==> src/rtl/seq_restoring_divider_if.sv <==
// Handshake and operand/result bundle for the sequential restoring divider.
// The requester uses the master modport; the divider uses the slave modport.
interface seq_restoring_divider_if #(
  parameter int N = 6
);

  logic           start;
  logic [2*N-1:0] dividend;
  logic [N-1:0]   divisor;
  logic [2*N-1:0] q;
  logic [N-1:0]   r;
  logic           busy;
  logic           done;
  logic           dbz;

  modport master (
    output start, dividend, divisor,
    input  q, r, busy, done, dbz
  );

  modport slave (
    input  start, dividend, divisor,
    output q, r, busy, done, dbz
  );

endinterface

==> src/rtl/seq_restoring_divider.sv <==
// Sequential restoring divider: 2N-bit dividend / N-bit divisor, one quotient
// bit per clock, start/busy/done handshake, divide-by-zero flagged separately.
// All outputs are driven straight from registers.
module seq_restoring_divider #(
  parameter int N = 6
) (
  input  logic                  clk,
  input  logic                  rst,
  seq_restoring_divider_if.slave bus
);

  localparam int W  = 2 * N;
  localparam int CW = $clog2(W + 1);

  typedef enum logic [1:0] {
    IDLE,
    RUN,
    FIN
  } state_t;

  state_t        state, state_next;

  // Dividend shift register: quotient bits enter at the LSB as dividend bits
  // leave at the MSB, so after 2N iterations it holds the quotient.
  logic [W-1:0]  d_reg, d_next;
  logic [N-1:0]  v_reg, v_next;
  // The partial remainder is always below the divisor after the restore step,
  // so its top bit is zero and only N bits are kept; the N+1-bit width lives
  // in the trial value t.
  logic [N-1:0]  p_reg, p_next;
  logic [CW-1:0] cnt_reg, cnt_next;
  logic          zero_reg, zero_next;

  logic [W-1:0]  q_reg, q_next;
  logic [N-1:0]  r_reg, r_next;
  logic          busy_reg, busy_next;
  logic          done_reg, done_next;
  logic          dbz_reg, dbz_next;

  logic [N:0]    t;
  logic          fits;
  logic [N-1:0]  diff;

  // Trial remainder and compare; when t >= divisor the difference is below
  // the divisor, so N-bit modular subtraction gives the exact result.
  always_comb begin
    t    = {p_reg, d_reg[W-1]};
    fits = (t >= {1'b0, v_reg});
    diff = t[N-1:0] - v_reg;
  end

  // Next-state and datapath update for the IDLE/RUN/FIN sequence.
  always_comb begin
    state_next = state;
    d_next     = d_reg;
    v_next     = v_reg;
    p_next     = p_reg;
    cnt_next   = cnt_reg;
    zero_next  = zero_reg;
    q_next     = q_reg;
    r_next     = r_reg;
    busy_next  = busy_reg;
    done_next  = 1'b0;
    dbz_next   = dbz_reg;

    case (state)
      IDLE: begin
        if (bus.start) begin
          d_next     = bus.dividend;
          v_next     = bus.divisor;
          p_next     = '0;
          cnt_next   = CW'(W);
          busy_next  = 1'b1;
          zero_next  = (bus.divisor == '0);
          state_next = (bus.divisor == '0) ? FIN : RUN;
        end
      end

      RUN: begin
        if (fits) begin
          p_next = diff;
          d_next = {d_reg[W-2:0], 1'b1};
        end else begin
          p_next = t[N-1:0];
          d_next = {d_reg[W-2:0], 1'b0};
        end
        cnt_next = cnt_reg - CW'(1);
        if (cnt_reg == CW'(1)) begin
          state_next = FIN;
        end
      end

      FIN: begin
        q_next     = zero_reg ? {W{1'b1}} : d_reg;
        r_next     = zero_reg ? '0 : p_reg;
        dbz_next   = zero_reg;
        done_next  = 1'b1;
        busy_next  = 1'b0;
        state_next = IDLE;
      end

      default: begin
        state_next = IDLE;
        busy_next  = 1'b0;
      end
    endcase
  end

  // State and datapath registers; reset aborts any operation in flight.
  always_ff @(posedge clk) begin
    if (rst) begin
      state    <= IDLE;
      d_reg    <= '0;
      v_reg    <= '0;
      p_reg    <= '0;
      cnt_reg  <= '0;
      zero_reg <= 1'b0;
      q_reg    <= '0;
      r_reg    <= '0;
      busy_reg <= 1'b0;
      done_reg <= 1'b0;
      dbz_reg  <= 1'b0;
    end else begin
      state    <= state_next;
      d_reg    <= d_next;
      v_reg    <= v_next;
      p_reg    <= p_next;
      cnt_reg  <= cnt_next;
      zero_reg <= zero_next;
      q_reg    <= q_next;
      r_reg    <= r_next;
      busy_reg <= busy_next;
      done_reg <= done_next;
      dbz_reg  <= dbz_next;
    end
  end

  assign bus.q    = q_reg;
  assign bus.r    = r_reg;
  assign bus.busy = busy_reg;
  assign bus.done = done_reg;
  assign bus.dbz  = dbz_reg;

endmodule

==> src/flat_wrapper.sv <==
// flat-port wrapper written by rule: the top's interface ports become plain ports
module seq_restoring_divider_flat 
#(
  parameter int N = 6
)
  (clk, rst, bus_start, bus_dividend, bus_divisor, bus_q, bus_r, bus_busy, bus_done, bus_dbz);
  seq_restoring_divider_if #(.N(N)) bus_i ();
  input  logic clk;
  input  logic rst;
  input wire logic [$bits(bus_i.start)-1:0] bus_start;
  input wire logic [$bits(bus_i.dividend)-1:0] bus_dividend;
  input wire logic [$bits(bus_i.divisor)-1:0] bus_divisor;
  output wire logic [$bits(bus_i.q)-1:0] bus_q;
  output wire logic [$bits(bus_i.r)-1:0] bus_r;
  output wire logic [$bits(bus_i.busy)-1:0] bus_busy;
  output wire logic [$bits(bus_i.done)-1:0] bus_done;
  output wire logic [$bits(bus_i.dbz)-1:0] bus_dbz;
  assign bus_i.start = bus_start;
  assign bus_i.dividend = bus_dividend;
  assign bus_i.divisor = bus_divisor;
  assign bus_q = bus_i.q;
  assign bus_r = bus_i.r;
  assign bus_busy = bus_i.busy;
  assign bus_done = bus_i.done;
  assign bus_dbz = bus_i.dbz;
  seq_restoring_divider #(.N(N)) u_core (.clk(clk), .rst(rst), .bus(bus_i));
endmodule
==> config.mk <==
export PLATFORM = sky130hd
export DESIGN_NAME = seq_restoring_divider_flat
export DESIGN_NICKNAME = d
export VERILOG_FILES = /design/src/rtl/seq_restoring_divider_if.sv /design/src/rtl/seq_restoring_divider.sv /design/src/flat_wrapper.sv
export SDC_FILE = /design/constraint.sdc
export NUM_CORES = 1
export LEC_CHECK = 0
export BUFFER_PORTS_ARGS = -buffer_cell sky130_fd_sc_hd__buf_2
export CORE_MARGIN = 3
export CORE_UTILIZATION = 55
export DETAILED_ROUTE_END_ITERATION = 16
export PLACE_DENSITY = 0.79
export SYNTH_ARGS = -nofsm -noshare
export SYNTH_HDL_FRONTEND = slang
export SYNTH_SLANG_ARGS = --single-unit
==> constraint.sdc <==
create_clock -name clk -period 2.5 [get_ports clk]
set_clock_uncertainty 0.05 [all_clocks]
set_input_delay 0.375 -clock clk [delete_from_list [all_inputs] [get_ports clk]]
set_output_delay 0.375 -clock clk [all_outputs]
set_load 0.01 [all_outputs]
==> flow_metrics.py, run 1 <==
metrics = {
    "status": {
        "status": "finished, final reports clean",
    },
    "global_routing": {
        "grt_overflow_total": 0,
        "grt_pass1_wl_mm": 8.231,
        "antenna_found_initial": 0,
        "grt_max_degree": 29,
        "first_global_vias": 1919,
        "globalRouteTotalUtil": 0.2014,
    },
    "cells_and_area": {
        "final_layout_size_suffix_gt1_frac": 0.1873,
        "fin_nets": 344,
        "fin_cells": 365,
        "num_antenna_cells": 0,
        "syn2layout_area_growth_pct": 14.59,
        "nFillCells": 349,
    },
    "route": {
        "ant_nets": 0,
        "avgViaCountPerCell": 5.507,
        "wl_mm": 4.813,
        "routedWlPerCell_um": 13.19,
        "vias": 2010,
        "drt_iter0_markers": 123,
        "drc": 0,
        "drtPass1Iterations": 4,
    },
    "clocking": {
        "post-cts-setup-buffers": 0,
        "clock-root-buffer": "clkbuf_8",
        "numCtsBuffers": 5,
        "htree_levels": 2,
        "path_clk_slew_ps": 90,
        "cts_hold_buf": 0,
        "clock_sinks": 52,
        "clk_path_buf_depth": 2,
        "ctsResizeCount": 0,
        "cts_tree": "built",
        "clock_latency_ps": 310,
    },
    "critical_path": {
        "worstPathRequired_ps": 2660,
        "startpoint": "u_core.p_reg[3]$_SDFFE_PP0P_",
        "crit_arrival_ps": 2170,
        "cp-end-kind": "flop",
        "cp_max_fo": 8,
        "timing.rr.start": "u_core.p_reg[3]$_SDFFE_PP0P_",
        "path_class": "reg -> reg",
        "start_kind": "flop",
        "rrSetupSlack_ps": 490,
    },
    "synthesis": {
        "ys_types": 38,
        "synth_top_flop_cell": "dfxtp_1",
        "synth-edff-count": 0,
        "syn_area_per_cell_sq_um": 8.453,
        "syn_nets": 309,
        "ys_warn_count": 0,
        "seq_area_frac_synth": 0.4414,
        "syn-cell-area_sq_mm": 0.002359,
        "ys_ff_latch": 52,
        "async_flop_share": 0,
        "netlist_instances": 279,
    },
    "power_and_ir_drop": {
        "power.switching_w": 0.0005308,
        "vdd_drop_max_mv": 0.3653,
        "clkPwrFrac": 0.316,
        "sw_frac_of_total": 0.2781,
        "combPwrFrac": 0.200,
        "seq_power_share": 0.484,
        "power.total_w": 0.001909,
        "p_per_area_mw_per_mm2": 706.4,
        "p_int_w": 0.001378,
        "leakage_nw": 1.196,
    },
    "floorplan": {
        "io_pins": 42,
        "core_area_sq_mm": 0.004058,
        "die-area_sq_mm": 0.005110,
        "die_w_um": 71.49,
        "rows": 23,
        "die_y_um": 71.49,
        "initial_core_util": 0.5813,
    },
    "timing": {
        "finalHoldViolCount": 0,
        "fin_crit_sh": 0.8036,
        "fmax_mhz": 497.8,
        "maxSlewHeadroom": 0.4883,
        "setup_tns_ps": 0,
        "rsz0062_at_grt": "false",
        "maxSlewViolCount": 0,
        "setup_viol": 0,
        "period_minus_slack_ps": 2009,
        "tightest_slew_ps": 767.6,
    },
    "place": {
        "globalplace.congestion": 0.8006,
        "port_buffers": 41,
        "dp_cells": 357,
        "dp_hpwl_mm": 3.408,
    },
    "min_path": {
        "min_from": "bus_divisor[2]",
        "hold_class": "in -> reg",
    },
    "flow_run": {
        "cap_violations": 0,
    },
}
[stage by stage]
step,worst slack (ps),cell area [sq um],hold WS [ps],util
final,491.1,2703,256.8,0.6661
after global routing,375.6,2703,263.0,0.6661
after CTS,518.7,2703,252.0,0.6661
after detailed placement,534.2,2581,395.7,0.6361
after global placement,606.7,2581,384.3,0.6361
after floorplan,692.4,2359,386.3,-
[worst paths after layout]
check / end / cells past startpoint
max: u_core.p_reg[0]$_SDFFE_PP0P_ / 6
min: u_core.v_reg[2]$_SDFFE_PP0P_ / 3
max reg2reg: u_core.p_reg[0]$_SDFFE_PP0P_ / 6
min reg2reg: u_core.bus.r[3]$_SDFFE_PP0P_ / 2
[cell usage after synthesis, types with 2 or more instances]
library cell | n | area (sq um)
dfxtp_1 | 52 | 1041
nor2_1 | 40 | 150.1
nand2_1 | 29 | 108.9
nor3_1 | 27 | 135.1
a21oi_1 | 23 | 115.1
mux2i_1 | 16 | 160.2
a211oi_1 | 12 | 90.09
clkbuf_1 | 11 | 41.29
inv_1 | 10 | 37.54
ha_1 | 8 | 100.1
nand3b_1 | 7 | 52.55
o21ai_0 | 5 | 25.02
nand2b_1 | 4 | 25.02
buf_2 | 3 | 15.01
xnor2_1 | 3 | 26.28
a21o_1 | 2 | 15.01
buf_4 | 2 | 15.01
nand3_1 | 2 | 10.01
nor2b_1 | 2 | 12.51
or2_2 | 2 | 12.51
xor2_1 | 2 | 17.52
[routing by layer]
| metal | GRT usage | share of wire | vias up |
|---|---|---|---|
| met4 | 0.1002 | 0.022 | 0 |
| li1 | - | - | 1030 |
| met1 | 0.2626 | 0.47 | 912 |
| met2 | 0.3153 | 0.44 | 58 |
| met5 | 0 | 0 | - |
| met3 | 0.04348 | 0.060 | 10 |
[layout by cell type (no fill, tap or decap), types with 2 or more instances in the layout]
cell type / instances
a211oi_1: 12
a21o_1: 2
a21oi_1: 23
buf_2: 41
buf_4: 4
clkbuf_8: 6
dfxtp_1: 52
ha_1: 8
inv_1: 10
mux2i_1: 16
nand2_1: 29
nand2b_1: 4
nand3_1: 2
nand3b_1: 7
nor2_1: 40
nor2b_1: 2
nor3_1: 27
o21ai_0: 5
or2_2: 2
xnor2_1: 3
xor2_1: 2
[worst max-delay path: stages (launching register included)]
cell	delay [ps]
dfxtp_1	350
ha_1	380
a21o_1	200
a211oi_2	290
o211ai_2	260
mux2i_1	190
a22o_1	210
[cells by family after synthesis]
group                    after synthesis  share of synthesized area
AND/OR/NAND/NOR                      120                     0.2366
XOR/XNOR                               5                    0.01857
multiplexers                          16                    0.06790
AO/OA/AOI/OAI                         50                     0.1369
flip-flops                            52                     0.4414
buffers and inverters                 27                    0.04774
adder cells (fa/ha/maj)                9                    0.05093
[area by class of cell]
class / count / area (sq um) / share of cell area
multi-input combinational: 200 / 1205 / 0.4458
sequential: 52 / 1041 / 0.3852
timing repair buffer: 45 / 235.2 / 0.08704
clock buffer: 6 / 82.58 / 0.03056
tap: 50 / 62.56 / 0.02315
clock inverter: 2 / 38.79 / 0.01435
inverter: 10 / 37.54 / 0.01389
[power by group through the flow]
stage / combinational, W / clock (W) / sequential (W)
finish: 0.000381 / 0.000603 / 0.000925
global route: 0.000424 / 0.000642 / 0.000933
CTS: 0.000379 / 0.000613 / 0.000924
detailed placement: 0.000376 / 0 / 0.000943
global placement: 0.000368 / 0 / 0.000941
floorplan: 0.000304 / 0 / 0.000933
Power figures use the tool's default switching activity.
==> inputs of run 2 (changes only) <==
- CORE_UTILIZATION: 55 -> 50
- PLACE_DENSITY: 0.79 -> 0.75
- clock period: 2.5 -> 1.8 ns (I/O delays scaled with it)
==> run 2 against run 1 <==
Compared with the run above: sequential share of layout area decreased by 3.0 points; via count up 3.8%; clock power rose by 13%; critical path depth did not move; non-clock buffer count grew 21; sequential power grew 39%; first-iteration DRC count up 2.4%; register-to-register slack got worse by 480 ps; combinational power increased by 86%; hold slack worse by 110 ps; fmax increased by 12%; critical path type unchanged.
==> flow_metrics.py, run 2 (same netlist as run 1, synthesis figures left out) <==
metrics = {
    "global_routing": {
        "grt_pass1_wl_mm": 8.914,
        "grt_max_degree": 33,
        "globalRouteTotalUtil": 0.2063,
        "first_global_vias": 1932,
        "antenna_found_initial": 0,
        "grt_overflow_total": 0,
    },
    "critical_path": {
        "path_class": "reg -> reg",
        "r2r_cells": 6,
        "startpoint": "u_core.p_reg[4]$_SDFFE_PP0P_",
        "worstPathRequired_ps": 1960,
        "timing.rr.start": "u_core.p_reg[4]$_SDFFE_PP0P_",
        "crit_arrival_ps": 1950,
        "rrSetupSlack_ps": 10,
        "start_kind": "flop",
        "r2r_end": "u_core.p_reg[0]$_SDFFE_PP0P_",
        "cp-end-kind": "flop",
        "cp_max_fo": 8,
        "cp-endpoint": "u_core.p_reg[0]$_SDFFE_PP0P_",
    },
    "power_and_ir_drop": {
        "p_per_area_mw_per_mm2": 906.4,
        "vdd_drop_max_mv": 0.4621,
        "leakage_nw": 1.296,
    },
    "min_path": {
        "hold_class": "in -> reg",
    },
    "timing": {
        "worst_slack_ps": 10.61,
        "maxSlewHeadroom": 0.7130,
        "period_minus_slack_ps": 1789,
        "setup_tns_ps": 0,
        "tightest_slew_ps": 429.4,
        "maxSlewViolCount": 0,
        "setup_viol": 0,
        "fmax_mhz": 558.8,
        "finalHoldViolCount": 0,
        "fin_crit_sh": 0.9941,
        "rsz0062_at_grt": "true",
    },
    "route": {
        "avgViaCountPerCell": 5.379,
        "wl_mm": 5.558,
        "ant_nets": 0,
        "drc": 0,
        "routedWlPerCell_um": 14.32,
        "drtPass1Iterations": 4,
        "vias": 2087,
        "drt_iter0_markers": 126,
    },
    "clocking": {
        "cts_tree": "built",
        "cts_hold_buf": 0,
        "htree_levels": 2,
        "clock_sinks": 52,
        "path_clk_slew_ps": 90,
        "clk_path_buf_depth": 2,
        "clock-root-buffer": "clkbuf_8",
        "numCtsBuffers": 5,
        "clock_latency_ps": 310,
    },
    "place": {
        "port_buffers": 41,
        "dp_hpwl_mm": 3.727,
        "dp_slack_ps": -122.6,
        "globalplace.congestion": 0.8642,
        "dp_cells": 373,
    },
    "cells_and_area": {
        "nFillCells": 390,
        "syn2layout_area_growth_pct": 25.25,
        "layout_commonest_cell": "dfxtp_1",
        "multi_input_area_sq_mm": 0.001319,
        "final_cell_mix": "46 x dfxtp_1, 41 x buf_2, 40 x nor2_1",
        "seq_area_sq_mm": 0.001049,
        "fin_nets": 365,
        "fin_cells": 388,
        "final_layout_size_suffix_gt1_frac": 0.2976,
        "post-route-util": 0.6647,
        "num_antenna_cells": 0,
    },
    "floorplan": {
        "die-area_sq_mm": 0.005577,
        "die_y_um": 74.68,
        "core_area_sq_mm": 0.004444,
        "initial_core_util": 0.5307,
        "io_pins": 42,
        "rows": 24,
        "die_w_um": 74.68,
    },
    "flow_run": {
        "cap_violations": 0,
    },
    "status": {
        "status": "finished, final reports clean",
    },
}
-- run 2: cell count changes in the layout (fill, tap and decap cells not counted), moves of 6 or more --
cell     before  now
ha_4          0    6
buf_4         4   25
ha_1          8    2
dfxtp_1      52   46
dfxtp_2       0    6
-- run 2: through the flow --
stage          instance area (sq um)  hold slack, ps  power (W)
3_5_place_dp                    2689           391.0   0.001871
6_report                        2954           148.8   0.002678
4_1_cts                         2845           144.0   0.002610
5_1_grt                         2954           148.4   0.002817
3_3_place_gp                    2689           384.6   0.001851
2_1_floorplan                   2359           356.0   0.001718
-- run 2: layout make-up --
class / instances / area share
clock buffer: 5 / 0.02330
clock inverter: 3 / 0.007624
inverter: 10 / 0.01271
multi-input combinational: 200 / 0.4464
sequential: 52 / 0.3549
tap: 52 / 0.02202
timing repair buffer: 66 / 0.1330
-- run 2: per-layer routing --
metal  global-route usage  routed length, um  vias to the layer above
met5                    0                  0                        -
met4              0.06522                 82                        0
met3              0.04272                261                        9
met2               0.3405               2685                       40
met1               0.2718               2528                      970
li1                     -                  -                     1068
-- run 2: power by group --
part | switching, W | internal, W | total, W
sequential | 0.0000655 | 0.00122 | 0.00129
combinational | 0.000361 | 0.000348 | 0.000710
clock | 0.000399 | 0.000279 | 0.000679
total | 0.000826 | 0.00185 | 0.00268
-- run 2: worst max-delay path, cell delays in order, from the launching register on --
cell and delay (ps):
dfxtp_1 410, ha_4 240, buf_4 140, a211oi_4 300
o211ai_4 190, mux2i_1 160, a22o_1 200
-- run 2: repair_timing --
item                       CTS  global route
pin swaps                    4            10
cloned                       0             0
setup endpoints to repair    5             7
buffers inserted             1             6
gates resized for setup      9            17
-- run 2: worst min path at each step --
stage | start | end | slack, ps | depth (start not counted)
3_3_place_gp | u_core.bus.r[3]$_SDFFE_PP0P_ | u_core.bus.r[3]$_SDFFE_PP0P_ | 380 | 2
3_5_place_dp | u_core.bus.r[1]$_SDFFE_PP0P_ | u_core.bus.r[1]$_SDFFE_PP0P_ | 390 | 2
4_1_cts | bus_divisor[5] | u_core.v_reg[5]$_SDFFE_PP0P_ | 140 | 3
6_report | bus_divisor[2] | u_core.v_reg[2]$_SDFFE_PP0P_ | 150 | 3
5_1_grt | bus_divisor[3] | u_core.v_reg[3]$_SDFFE_PP0P_ | 150 | 3
2_1_floorplan | bus_divisor[1] | u_core.v_reg[1]$_SDFFE_PP0P_ | 360 | 2
